### src/rtl/frame_capture_pkg.sv
// Shared types and helpers for the frame-capture sequencer.
package frame_capture_pkg;

  localparam int FRAME_IDX_W = 16;
  localparam int PX_X_W      = 9;
  localparam int PX_Y_W      = 8;

  typedef enum logic [2:0] {
    ST_IDLE   = 3'd0,
    ST_ARMED  = 3'd1,
    ST_SKIP   = 3'd2,
    ST_RECORD = 3'd3,
    ST_DONE   = 3'd4
  } cap_state_t;

  // Number of pixels in a complete frame.
  function automatic int px_total(input int w, input int h);
    return w * h;
  endfunction

endpackage

### src/rtl/frame_pixel_counter.sv
// Per-frame pixel position tracker: column/row of the next pixel, pixel
// count and an overflow flag for frames carrying more than W*H pixels.
// A clear and an increment in the same cycle count the pixel as the
// first one of the freshly cleared frame.
module frame_pixel_counter
  import frame_capture_pkg::*;
#(
  parameter int W = 256,
  parameter int H = 240
) (
  input  logic              clk,
  input  logic              rst,
  input  logic              clr,
  input  logic              inc,
  output logic              wr_ok,
  output logic [PX_X_W-1:0] wr_x,
  output logic [PX_Y_W-1:0] wr_y,
  output logic              short_frame,
  output logic              ovf
);

  localparam int TOTAL = px_total(W, H);
  localparam int CNT_W = $clog2(TOTAL + 1);

  logic [CNT_W-1:0]  cnt_q, cnt_d, cnt_b;
  logic [PX_X_W-1:0] x_q, x_d, x_b;
  logic [PX_Y_W-1:0] y_q, y_d, y_b;
  logic              ovf_q, ovf_d, ovf_b;

  // Apply clear first, then accept or flag the incoming pixel.
  always_comb begin
    cnt_b = clr ? '0   : cnt_q;
    x_b   = clr ? '0   : x_q;
    y_b   = clr ? '0   : y_q;
    ovf_b = clr ? 1'b0 : ovf_q;
    cnt_d = cnt_b;
    x_d   = x_b;
    y_d   = y_b;
    ovf_d = ovf_b;
    wr_ok = 1'b0;
    if (inc) begin
      if (cnt_b < CNT_W'(TOTAL)) begin
        wr_ok = 1'b1;
        cnt_d = cnt_b + CNT_W'(1);
        if (x_b == PX_X_W'(W - 1)) begin
          x_d = '0;
          y_d = y_b + PX_Y_W'(1);
        end else begin
          x_d = x_b + PX_X_W'(1);
        end
      end else begin
        ovf_d = 1'b1;
      end
    end
  end

  // Position, count and overflow registers.
  always_ff @(posedge clk) begin
    if (rst) begin
      cnt_q <= '0;
      x_q   <= '0;
      y_q   <= '0;
      ovf_q <= 1'b0;
    end else begin
      cnt_q <= cnt_d;
      x_q   <= x_d;
      y_q   <= y_d;
      ovf_q <= ovf_d;
    end
  end

  assign wr_x        = x_b;
  assign wr_y        = y_b;
  assign short_frame = cnt_q < CNT_W'(TOTAL);
  assign ovf         = ovf_q;

endmodule

### src/rtl/frame_capture_ctrl.sv
// Frame-capture sequencer: picks which PPU frames are recorded (start,
// stop, decimation), gates pixel strobes into write enables with x/y
// coordinates, and flags frames whose pixel count is not W*H.
module frame_capture_ctrl
  import frame_capture_pkg::*;
#(
  parameter int IMAGE_W     = 256,
  parameter int IMAGE_H     = 240,
  parameter int START_FRAME = 0,
  parameter int STOP_FRAME  = 2,
  parameter int DECIMATE    = 1
) (
  input  logic        clk,
  input  logic        rst,
  input  logic        arm,
  input  logic        abort,
  input  logic        frame,
  input  logic        pixel_en,
  output logic        px_we,
  output logic [8:0]  px_x,
  output logic [7:0]  px_y,
  output logic        rec_start,
  output logic        rec_end,
  output logic [15:0] rec_frame,
  output logic        err_short,
  output logic        err_long,
  output logic        busy,
  output logic        done
);

  localparam logic [FRAME_IDX_W-1:0] START_IDX = FRAME_IDX_W'(START_FRAME);
  localparam logic [FRAME_IDX_W-1:0] STOP_IDX  = FRAME_IDX_W'(STOP_FRAME);
  localparam logic [FRAME_IDX_W-1:0] DEC_LAST  = FRAME_IDX_W'(DECIMATE - 1);

  cap_state_t             state_q, state_d;
  logic                   frame_q;
  logic [FRAME_IDX_W-1:0] frame_cnt_q, frame_cnt_d;
  logic [FRAME_IDX_W-1:0] dec_cnt_q, dec_cnt_d;
  logic [FRAME_IDX_W-1:0] rec_frame_q, rec_frame_d;
  logic                   rec_start_q, rec_start_d;
  logic                   rec_end_q, rec_end_d;
  logic                   err_short_q, err_short_d;
  logic                   err_long_q, err_long_d;
  logic                   busy_q, busy_d;
  logic                   done_q, done_d;
  logic                   px_we_q, px_we_d;
  logic [PX_X_W-1:0]      px_x_q, px_x_d;
  logic [PX_Y_W-1:0]      px_y_q, px_y_d;

  logic                   sof;
  logic                   decide;
  logic                   start_rec;
  logic                   cnt_clr;
  logic                   cnt_inc;
  logic                   eligible;
  logic [FRAME_IDX_W-1:0] n_idx;
  logic                   wr_ok;
  logic [PX_X_W-1:0]      wr_x;
  logic [PX_Y_W-1:0]      wr_y;
  logic                   short_frame;
  logic                   ovf;

  assign sof = frame & ~frame_q;

  // Next-state, frame bookkeeping and marker pulses; all frame decisions
  // happen on the sof cycle, abort overrides everything else.
  always_comb begin
    state_d     = state_q;
    frame_cnt_d = frame_cnt_q;
    dec_cnt_d   = dec_cnt_q;
    rec_frame_d = rec_frame_q;
    rec_start_d = 1'b0;
    rec_end_d   = 1'b0;
    err_short_d = 1'b0;
    err_long_d  = 1'b0;
    decide      = 1'b0;
    start_rec   = 1'b0;
    cnt_clr     = 1'b0;
    n_idx       = (frame_cnt_q == '1) ? frame_cnt_q : frame_cnt_q + FRAME_IDX_W'(1);
    eligible    = n_idx >= START_IDX;

    if (abort) begin
      state_d = ST_IDLE;
      if (state_q == ST_RECORD) begin
        rec_end_d   = 1'b1;
        err_short_d = short_frame;
        err_long_d  = ovf;
      end
    end else begin
      case (state_q)
        ST_IDLE, ST_DONE: begin
          if (arm) begin
            state_d     = ST_ARMED;
            frame_cnt_d = '0;
            dec_cnt_d   = '0;
            cnt_clr     = 1'b1;
          end
        end
        ST_ARMED: begin
          if (sof) decide = 1'b1;
        end
        ST_SKIP, ST_RECORD: begin
          if (sof) begin
            if (state_q == ST_RECORD) begin
              rec_end_d   = 1'b1;
              err_short_d = short_frame;
              err_long_d  = ovf;
            end
            if (frame_cnt_q >= STOP_IDX) state_d = ST_DONE;
            else                         decide  = 1'b1;
          end
        end
        default: state_d = ST_IDLE;
      endcase
    end

    if (decide) begin
      frame_cnt_d = n_idx;
      if (eligible && (dec_cnt_q == '0)) begin
        state_d     = ST_RECORD;
        rec_start_d = 1'b1;
        rec_frame_d = n_idx;
        start_rec   = 1'b1;
        cnt_clr     = 1'b1;
      end else begin
        state_d = ST_SKIP;
      end
      if (eligible) dec_cnt_d = (dec_cnt_q == DEC_LAST) ? '0 : dec_cnt_q + FRAME_IDX_W'(1);
    end

    busy_d = (state_d == ST_ARMED) || (state_d == ST_SKIP) || (state_d == ST_RECORD);
    done_d = (state_d == ST_DONE);
  end

  // A pixel is recorded when it falls inside an ongoing recorded frame or
  // arrives on the sof cycle that opens a new recorded frame.
  always_comb begin
    cnt_inc = pixel_en && (start_rec || ((state_q == ST_RECORD) && !sof && !abort));
    px_we_d = wr_ok;
    px_x_d  = wr_ok ? wr_x : px_x_q;
    px_y_d  = wr_ok ? wr_y : px_y_q;
  end

  frame_pixel_counter #(
    .W (IMAGE_W),
    .H (IMAGE_H)
  ) u_pix_cnt (
    .clk         (clk),
    .rst         (rst),
    .clr         (cnt_clr),
    .inc         (cnt_inc),
    .wr_ok       (wr_ok),
    .wr_x        (wr_x),
    .wr_y        (wr_y),
    .short_frame (short_frame),
    .ovf         (ovf)
  );

  // Sequencer state plus all registered outputs.
  always_ff @(posedge clk) begin
    if (rst) begin
      state_q     <= ST_IDLE;
      frame_q     <= 1'b0;
      frame_cnt_q <= '0;
      dec_cnt_q   <= '0;
      rec_frame_q <= '0;
      rec_start_q <= 1'b0;
      rec_end_q   <= 1'b0;
      err_short_q <= 1'b0;
      err_long_q  <= 1'b0;
      busy_q      <= 1'b0;
      done_q      <= 1'b0;
      px_we_q     <= 1'b0;
      px_x_q      <= '0;
      px_y_q      <= '0;
    end else begin
      state_q     <= state_d;
      frame_q     <= frame;
      frame_cnt_q <= frame_cnt_d;
      dec_cnt_q   <= dec_cnt_d;
      rec_frame_q <= rec_frame_d;
      rec_start_q <= rec_start_d;
      rec_end_q   <= rec_end_d;
      err_short_q <= err_short_d;
      err_long_q  <= err_long_d;
      busy_q      <= busy_d;
      done_q      <= done_d;
      px_we_q     <= px_we_d;
      px_x_q      <= px_x_d;
      px_y_q      <= px_y_d;
    end
  end

  assign px_we     = px_we_q;
  assign px_x      = px_x_q;
  assign px_y      = px_y_q;
  assign rec_start = rec_start_q;
  assign rec_end   = rec_end_q;
  assign rec_frame = rec_frame_q;
  assign err_short = err_short_q;
  assign err_long  = err_long_q;
  assign busy      = busy_q;
  assign done      = done_q;

endmodule

### config.mk
export PLATFORM = sky130hd
export DESIGN_NAME = frame_capture_ctrl
export DESIGN_NICKNAME = d
export VERILOG_FILES = /design/src/rtl/frame_capture_pkg.sv /design/src/rtl/frame_pixel_counter.sv /design/src/rtl/frame_capture_ctrl.sv
export SDC_FILE = /design/constraint.sdc
export NUM_CORES = 1
export LEC_CHECK = 0
export ABC_AREA = 0
export BUFFER_PORTS_ARGS = -buffer_cell sky130_fd_sc_hd__buf_2
export CORE_MARGIN = 5
export CORE_UTILIZATION = 50
export CTS_BUF_LIST = sky130_fd_sc_hd__clkbuf_4
export DETAILED_ROUTE_END_ITERATION = 16
export HOLD_SLACK_MARGIN = 0.1
export PLACE_DENSITY = 0.68
export SLEW_MARGIN = 20
export SYNTH_ARGS = -nofsm -noshare
export SYNTH_HDL_FRONTEND = slang
export SYNTH_SLANG_ARGS = --single-unit
### constraint.sdc
create_clock -name clk -period 4 [get_ports clk]
set_clock_uncertainty 0.05 [all_clocks]
set_input_delay 0 -clock clk [delete_from_list [all_inputs] [get_ports clk]]
set_output_delay 0 -clock clk [all_outputs]
set_load 0.01 [all_outputs]
After elaboration in Yosys (flattened, before gate mapping)
Index checks and enable logic that the tools add are counted.
- register bits: 110
- latch bits: 0
- RAM bits: 0
- memory bits (read-only): 0
- input port bits: 6
- output and inout bits: 40
- word-level logic and storage cells: 115
- memories kept: 0
- $add $sub $neg: 5
- multiply operators: 0
- div/mod/pow operators: 0
- order comparisons: 4
- eq/ne operators: 11
- shifts and indexed selects: 0
- multiplexer cells: 58
- bitwise logic cells: 2
- reduce and logical (&&, ||, !) cells: 17
- operators with widths (operator ; count):
    $mux W16 ; 14
    $add A16 B1 Y16 const B ; 3
    $mux W9 ; 4
    $lt A16 B16 Y1 const B ; 2
    $mux W8 ; 4
    $mux W1 ; 29
    $eq A16 B16 Y1 const B ; 1
    $ge A16 B1 Y1 const B ; 1
    $ge A16 B2 Y1 const B ; 1
    $logic_not A16 Y1 ; 1
    $mux W3 ; 5
    $eq A3 B2 Y1 const B ; 4
    $add A9 B1 Y9 const B ; 1
    $eq A9 B8 Y1 const B ; 1
    $pmux W3 S3 ; 1
    $add A8 B1 Y8 const B ; 1
    $eq A3 B1 Y1 const B ; 2
    $eq A3 B3 Y1 const B ; 2
    $logic_and A1 B1 Y1 ; 4
    $reduce_bool A2 Y1 ; 2
    $reduce_or A2 Y1 ; 2
    $logic_not A3 Y1 ; 1
    $logic_or A1 B1 Y1 ; 3
    $reduce_and A3 Y1 ; 1
    other kinds (6) ; 7

Depth between registers and ports, before layout
Gate-level depths: netlist (run 1).
- depth after elaboration: 11
- mapped depth: 14
- depth with buffers taken out: 11

Cells and area by module
A second synthesis (run 1) with hierarchy kept.
- cell total of the unflattened synthesis: 617
- area, all modules: 5256.3 sq um
- by module, submodules not included (module ; times used ; cells an instance ; area each (sq um) ; sequential area each (sq um)):
    frame_capture_ctrl ; 1 ; 403 ; 3477.1 ; 1521.5
    frame_pixel_counter ; 1 ; 214 ; 1779.2 ; 680.7

Worst setup path after synthesis (run 1)
OpenSTA, ideal clock, no wires.
- path kind: reg2reg
- from: register frame_cnt_q[10]
- to: register u_pix_cnt.cnt_q[14]
- library setup time: 0.128 ns
- data arrival time: 2.944 ns
- setup slack: 0.878 ns
- stages on the path, launching flop included: 13
- buffers on the path: 3
- cell sequence: dfxtp_1 > buf_2 > or4_1 > o41ai_4 > a31oi_1 > clkbuf_1 > clkbuf_1 > and2_1 > ha_1 > nand3_1 > nor4_1 > mux2i_1 > nor2_1
- longest elaborated chain between the ends: 10
- elaborated cells on any way between the ends: 21
- RTL lines (item ; line ; text):
    start, declared ; frame_capture_ctrl.sv:37 ; logic [FRAME_IDX_W-1:0] frame_cnt_q, frame_cnt_d;
    start signal, assigned ; frame_capture_ctrl.sv:179 ; frame_cnt_q <= frame_cnt_d;
    $add A16 B1 Y16, or another cell as far along ; frame_capture_ctrl.sv:79 ; n_idx = (frame_cnt_q == '1) ? frame_cnt_q : frame_cnt_q + FRAME_IDX_W'(1);
    $mux W16 or $mux W1 (tied branches) ; frame_capture_ctrl.sv:79, frame_capture_ctrl.sv:109 ;
    $ge A16 B1 Y1 or $mux W1 (tied branches) ; frame_capture_ctrl.sv:80, frame_capture_ctrl.sv:103 ;
    $logic_and A1 B1 Y1 or $pmux W1 S2 (tied branches) ; frame_capture_ctrl.sv:119, frame_capture_ctrl.sv:90 ;
    $mux W1 (on tied branches) ; frame_capture_ctrl.sv:119, frame_capture_ctrl.sv:82 ;
    $mux W1 ; frame_capture_ctrl.sv:117 ; if (decide) begin
    $mux W16 ; frame_pixel_counter.sv:32 ; cnt_b = clr ? '0 : cnt_q;
    $add A16 B1 Y16 or $lt A16 B16 Y1 (tied branches) ; frame_pixel_counter.sv:44, frame_pixel_counter.sv:42 ;
    $mux W16 ; frame_pixel_counter.sv:42 ; if (cnt_b < CNT_W'(TOTAL)) begin
    $mux W16 (*) ; frame_pixel_counter.sv:41 ; if (inc) begin
    end signal, assigned ; frame_pixel_counter.sv:65 ; cnt_q <= cnt_d;
    end, declared ; frame_pixel_counter.sv:25 ; logic [CNT_W-1:0] cnt_q, cnt_d, cnt_b;
Mark *: on every way between the ends. The rest lies on a longest branch, timed or not.
A chain may end at the register's enable or synchronous reset.

Worst setup path in the final report (run 1)
- from: register frame_cnt_q[0]
- to: register state_q[2]
- longest elaborated chain between the ends: 6
- elaborated cells on any way between the ends: 10
- RTL lines (item ; line ; text):
    $ge A16 B2 Y1 (*) ; frame_capture_ctrl.sv:109 ; if (frame_cnt_q >= STOP_IDX) state_d = ST_DONE;
    $mux W3 or $mux W1 (tied branches) ; frame_capture_ctrl.sv:109 ;
    $mux W3 or $mux W1 (tied branches) ; frame_capture_ctrl.sv:103 ; if (sof) begin
    $pmux W3 S3 or $pmux W1 S2 (tied branches) ; frame_capture_ctrl.sv:90 ; case (state_q)
    $mux W3 or $mux W1 (tied branches) ; frame_capture_ctrl.sv:82 ; if (abort) begin
    $mux W3 (*) ; frame_capture_ctrl.sv:117 ;
    end signal, assigned ; frame_capture_ctrl.sv:177 ; state_q <= state_d;
    end, declared ; frame_capture_ctrl.sv:35 ; cap_state_t state_q, state_d;
Marked as above.

==> results of run 1 <==
registers in the layout, summed over array words and instances, names as in the netlist, 3 cells and up:
signal           flops
rec_frame           16
frame_cnt_q         16
u_pix_cnt.y_q        8
u_pix_cnt.cnt_q     16
px_x                 9
dec_cnt_q           16
u_pix_cnt.x_q        9
state_q              3
px_y                 8
synth_stat cells, types with 6 or more instances:
cell	n
a211oi_1	12
a22o_1	16
nand2_1	43
or4_1	7
and2_1	11
and4_1	6
nand3_1	37
and3_1	6
xnor2_1	19
o21ai_0	30
nor2_1	50
nand4_1	18
nor4_1	10
or3_1	13
nor3_1	20
nor4b_1	6
a21o_1	9
dfxtp_1	110
inv_1	19
clkbuf_1	25
a21oi_1	47
ha_1	6
final cells by class:
cell class                 instances  area (um2)  share of cell area
multi-input combinational        445        2758              0.4822
sequential                       110        2202              0.3850
timing repair buffer              61       362.8             0.06344
tap                              136       170.2             0.02975
clock inverter                     6       87.58             0.01531
inverter                          19       71.32             0.01247
clock buffer                       9       67.56             0.01181
report_power, final:
group	internal (W)	switching, W	leakage [nW]
logic	0.0000285	0.0000663	1.08
registers	0.00110	0.00000512	0.887
clock network	0.000249	0.000365	0.0757
total	0.00138	0.000437	2.04
final timing paths:
kind	cells past startpoint	endpoint	slack, ns
worst max register to register	8	state_q[2]	0.74
worst max-delay path	8	state_q[2]	0.74
worst min-delay path	4	rec_end	0.37
worst min register to register	2	px_x[4]	0.41
cell usage in the layout, fill, tap and decap left out, types with 12 or more instances in the layout:
master    instances
a21oi_1          47
inv_1            19
o21ai_0          30
nand4_1          18
nand2_1          43
nand3_1          37
xnor2_1          19
dfxtp_1         110
nor3_1           19
buf_2            45
a211oi_1         12
a22o_1           16
nor2_1           50
or3_1            13
per-stage QoR:
step	setup slack (ns)	cells	cell area (um2)	hold WS, ns	total power [W]
floorplan	0.8782	605	5149	0.07818	0.001188
global placement	1.021	764	5494	0.2066	0.001219
detailed placement	0.9061	764	5494	0.2118	0.001221
CTS	0.8151	786	5719	0.3432	0.001833
global route	0.5404	786	5719	0.3651	0.001894
finish	0.7433	786	5719	0.3678	0.001817
worst max-delay path, cell delays in order (launching register included):
cell           delay (ns)
dfxtp_1              0.45
inv_1                0.09
ha_1                 0.19
or4_1                0.49
o41ai_4              0.49
nand2_1              0.54
nand3_1              0.24
nor2_1               0.06
dlygate4sd3_1        0.58
routing by layer:
metal,up-vias,part of all wire,global-route usage
met4,0,0.015,0.06326
met3,17,0.064,0.04620
met2,161,0.44,0.2992
li1,2336,-,-
met5,-,0,0
met1,2126,0.49,0.2779
kinds of logic (layout without fill, tap and decap cells):
| kind of cell | Yosys count | after routing | synth area share |
|---|---|---|---|
| AND/OR/NAND/NOR | 246 | 246 | 0.2520 |
| buffers and inverters | 50 | 95 | 0.03767 |
| adder cells (fa/ha/maj) | 6 | 6 | 0.01458 |
| XOR/XNOR | 21 | 21 | 0.03572 |
| multiplexers | 4 | 4 | 0.008262 |
| AO/OA/AOI/OAI | 168 | 168 | 0.2241 |
| flip-flops | 110 | 110 | 0.4277 |
timing repair:
item	4_1_cts	5_1_grt
setup endpoints to repair	0	0
endpoints found under the hold margin	38	0
hold buffers	7	0
==> flow_summary.ini, run 1 <==
[status]
outcome = finished, final reports clean

[floorplanning]
initial_core_util = 0.5055
fp-row-count = 37
design.die.area_um2 = 12430
die_width_um = 111.5
core_um2 = 10180
ios = 46
die_h_um = 111.5

[power]
power.leakage_nw = 2.044
powerDensity_nw_per_um2 = 317.8
vdd_drop_max_mv = 0.1458

[timing]
min_period_over_period = 0.8142
period_minus_slack_ns = 3.257
hold_viol = 0
setup_viol = 0
relSlewSlack = 0.3383
fmax_mhz = 307.1
worst_slew_pin_slew_ns = 0.9889
finalMaxSlewViolations = 0
grt_setup_unrepaired = false
tns_ns = 0

[place]
dp_hpwl_mm = 8.471
io_buffers = 45
place_congestion = 0.8501

[global_route]
grt_pass1_wl_mm = 20.52
grt_overflow = 0
grt_max_degree = 58
grt_pass1_vias = 4216
track_usage = 0.1972
antenna_found_initial = 0

[route]
wl_mm = 12.31
drt-pass1-iter-count = 5
num_vias = 4640
detail-route-antenna-nets = 0
drtIter0Drc = 288
route.detailed.drc = 0
wl_per_cell_um = 15.66
vias_per_cell = 5.903

[clock_network]
cts_resized = 0
cts_tree = built
cts_sinks = 110
postCtsSetupBuffers = 0
cts-root-buf = clkbuf_4
cts.path.max_buffers = 2
clkTransAtPathRegs_ns = 0.16
clk_latency_ns = 0.47
htreeDepth = 3
numCtsBuffers = 9

[synth]
yosysSeqAreaShare = 0.4277
synth.distinct_cells = 60
yosys-top-cells-area = dfxtp_1 43%, a21oi_1 4.6%, nor2_1 3.6%
yosysTopAreaCell = dfxtp_1
ys_async_sr_fraction = 0
synth_seq_cells = 110
synth_edf_count = 0
ys_warn_count = 0
ys.flop_type = dfxtp_1
syn_nets = 617
synthesis.area_um2 = 5149
synth.avg_cell_area_um2 = 8.510
synth_top_cell_area_share = 0.4277
syn_inst = 605

[cells_and_area]
diodes = 0
drive_above_1_share = 0.1246
nets = 658
area_growth_pct = 11.08
final_core_util = 0.5615
fill_cells = 951

[critical_path]
crit_type = reg2reg
start_kind = flop
timing.rr.start = frame_cnt_q[0]
critical_path_peak_fanout = 16
crit_start = frame_cnt_q[0]
critPathArrivalTime_ns = 3.59
endpoint_kind = flop
critPathRequiredTime_ns = 4.33

[worst_hold_path]
min_from = abort
min_path_type = in2reg

[flow_run]
drv_cap = 0
Power figures use the tool's default switching activity.
==> run 2, diff against run 1 <==
- ABC_AREA: 0 -> 1
- clock period: 4 -> 3 ns (I/O delays scaled with it)
==> run 2 against run 1 <==
Net effect:
- cell count is 24% higher
- final area is 6.0% higher
- synthesized cell count is 29% higher
- non-clock buffer count is 6 higher
- synthesized area is 5.9% higher
- critical endpoint is now u_pix_cnt.cnt_q[10]
==> flow_summary.ini, run 2 <==
[status]
outcome = finished, final reports clean

[clock_network]
cts-root-buf = clkbuf_4
cts_sinks = 110
clkTransAtPathRegs_ns = 0.17
clk_latency_ns = 0.49
numCtsBuffers = 9
cts.path.max_buffers = 2
cts_tree = built
htreeDepth = 3

[route]
wl_mm = 12.74
vias_per_cell = 5.204
detail-route-antenna-nets = 0
num_vias = 5084
wl_per_cell_um = 13.03
drtIter0Drc = 417
drt-pass1-iter-count = 6
route.detailed.drc = 0

[floorplanning]
die_width_um = 114.4
design.die.area_um2 = 13100
fp-row-count = 38
initial_core_util = 0.5076
die_h_um = 114.4
ios = 46
core_um2 = 10750

[critical_path]
critPathRequiredTime_ns = 3.34
timing.rr.start = frame_cnt_q[0]
start_kind = flop
crit_type = reg2reg
slowest_stage = dfxtp_2
crit_path_cell_trace = inv_1 -> ha_1 -> nor2_1 -> nand2_1 -> nor2_2 -> nand2_2 -> nand2_2 -> nand3_4 -> nand2_8 -> buf_4 -> nor2_2 -> ha_1 -> nand2_1 -> inv_1 -> nand4_1 -> nor2_2 -> nand2_1 -> nor2_1 -> nand2_1 -> o21ai_1 -> a21oi_1
critPathArrivalTime_ns = 3.04
cpMostUsedCell = nand2_1
reg2regPathDepth = 21
endpoint_kind = flop
r2r_end = u_pix_cnt.cnt_q[10]
slowest_delay_ns = 0.39
rrSetupSlack_ns = 0.30
critical_path_peak_fanout = 9

[synth]
synthTopCellsByCount = 153 x nand2_1, 114 x nor2_1, 110 x dfxtp_1
ys_async_sr_fraction = 0
synth.avg_cell_area_um2 = 6.974
yosysSeqAreaShare = 0.4038
synth_top_cell_area_share = 0.4038
yosysTopAreaCell = dfxtp_1
synthesis.area_um2 = 5454
synth_seq_cells = 110
yosys-top-cells-area = dfxtp_1 40%, nand2_1 11%, nor2_1 7.8%
synth.distinct_cells = 43
ys_warn_count = 0
syn_nets = 794
ys.flop_type = dfxtp_1
syn_inst = 782
synth_edf_count = 0
yosysMostFrequentCell = nand2_1

[power]
vdd_drop_max_mv = 0.3169
p_switching_w = 0.0006064
p_clk_frac = 0.330
seq_power_share = 0.615
power.leakage_nw = 2.348
p_int_w = 0.001795
powerDensity_nw_per_um2 = 396.1
power_w = 0.002401
sw_frac_of_total = 0.2526
power_frac_comb = 0.056

[global_route]
grt_pass1_wl_mm = 21.92
track_usage = 0.2061
grt_max_degree = 45
grt_pass1_vias = 4799
grt_overflow = 0
antenna_found_initial = 1

[cells_and_area]
register_area_um2 = 2205
area_growth_pct = 11.15
multiInputGateArea_um2 = 2704
drive_above_1_share = 0.1483
layout_common_cells = 153 x nand2_1, 114 x nor2_1, 108 x dfxtp_1, 96 x inv_1, 64 x a21oi_1
final_common_cell = nand2_1
fill_cells = 1059
final_cell_area_um2 = 6062
nets = 843

[flow_run]
drv_cap = 0

[timing]
hold_viol = 0
finalMaxSlewViolations = 0
fmax_mhz = 370.0
worst_slew_pin_slew_ns = 0.7050
setup_viol = 0
holdWs_ns = 0.3944
tns_ns = 0
relSlewSlack = 0.5271
period_minus_slack_ns = 2.703
min_period_over_period = 0.9009
setup_ws_ns = 0.2973

[place]
place_ws_ns = 0.1062
dp_hpwl_mm = 9.064
placed_area_um2 = 5794
place_congestion = 0.9011
io_buffers = 45

[worst_hold_path]
min_from = u_pix_cnt.ovf
min_path_type = reg2reg
hold-path-endpoint = err_long
whs_path_depth = 2
## run 2: changes by cell type after synthesis, moves of 10 or more
cell | previous run | this run
nor4_1 | 10 | 0
xnor2_1 | 19 | 2
nor2_2 | 0 | 13
inv_1 | 19 | 96
and2_1 | 11 | 0
clkbuf_1 | 25 | 12
o21ai_0 | 30 | 41
a21oi_1 | 47 | 64
nand2_1 | 43 | 153
nor2_1 | 50 | 114
a22o_1 | 16 | 0
or3_1 | 13 | 1
## run 2: area by class of cell
| cell class | count | share of cell area |
|---|---|---|
| clock buffer | 11 | 0.01362 |
| inverter | 107 | 0.06708 |
| sequential | 110 | 0.3637 |
| timing repair buffer | 67 | 0.06935 |
| antenna | 1 | 0.0004128 |
| tap | 140 | 0.02890 |
| clock inverter | 5 | 0.01094 |
| multi-input combinational | 536 | 0.4460 |
## run 2: stage by stage
stage,instances,util
3_5_place_dp,949,0.5392
2_1_floorplan,782,-
4_1_cts,972,0.5596
6_report,977,0.5642
5_1_grt,977,0.5642
3_3_place_gp,949,0.5392
## run 2: worst max-delay path by stage
stage / start / endpoint / slack [ns] / cells after the start
after floorplan: frame_cnt_q[1] / u_pix_cnt.cnt_q[8] / 0.49 / 22
after global placement: frame_cnt_q[1] / u_pix_cnt.cnt_q[8] / 0.21 / 21
after detailed placement: frame_cnt_q[1] / u_pix_cnt.cnt_q[8] / 0.11 / 21
after CTS: frame_cnt_q[1] / u_pix_cnt.cnt_q[8] / 0.08 / 21
after global routing: frame_cnt_q[0] / u_pix_cnt.cnt_q[8] / -0.006 / 21
final: frame_cnt_q[0] / u_pix_cnt.cnt_q[10] / 0.30 / 21
## run 2: power by group through the flow
stage               Clock, W  Combinational [W]  Sequential, W
global route        0.000883           0.000149        0.00148
global placement           0           0.000120        0.00151
floorplan                  0          0.0000803        0.00151
detailed placement         0           0.000123        0.00151
finish              0.000792           0.000134        0.00148
CTS                 0.000811           0.000130        0.00148
## run 2: kinds of logic after synthesis
kind of cell	Yosys count	synth area share
AO/OA/AOI/OAI	134	0.1354
XOR/XNOR	12	0.01927
adder cells (fa/ha/maj)	6	0.01376
buffers and inverters	136	0.1021
flip-flops	110	0.4038
AND/OR/NAND/NOR	384	0.3258
## run 2: timing repair
action / 4_1_cts / 5_1_grt
endpoints found under the hold margin: 48 / 0
gates resized for setup: 0 / 6
hold buffers: 7 / 0
setup buffers: 0 / 4
setup endpoints to repair: 0 / 9
## run 2: routing by layer
layer / vias up / GRT usage / wire [um]
li1: 2630 / - / -
met1: 2312 / 0.2732 / 6151
met2: 125 / 0.3263 / 5780
met3: 17 / 0.05814 / 628
met4: 0 / 0.06255 / 174
met5: - / 0 / 0
## run 2: worst max-delay path, delay by kind of cell, from the launching register on
family / cells / cell delay [ns]
AND/OR/NAND/NOR: 14 / 1.33
flip-flops: 1 / 0.39
AO/OA/AOI/OAI: 2 / 0.17
adder cells (fa/ha/maj): 2 / 0.34
buffers and inverters: 3 / 0.30
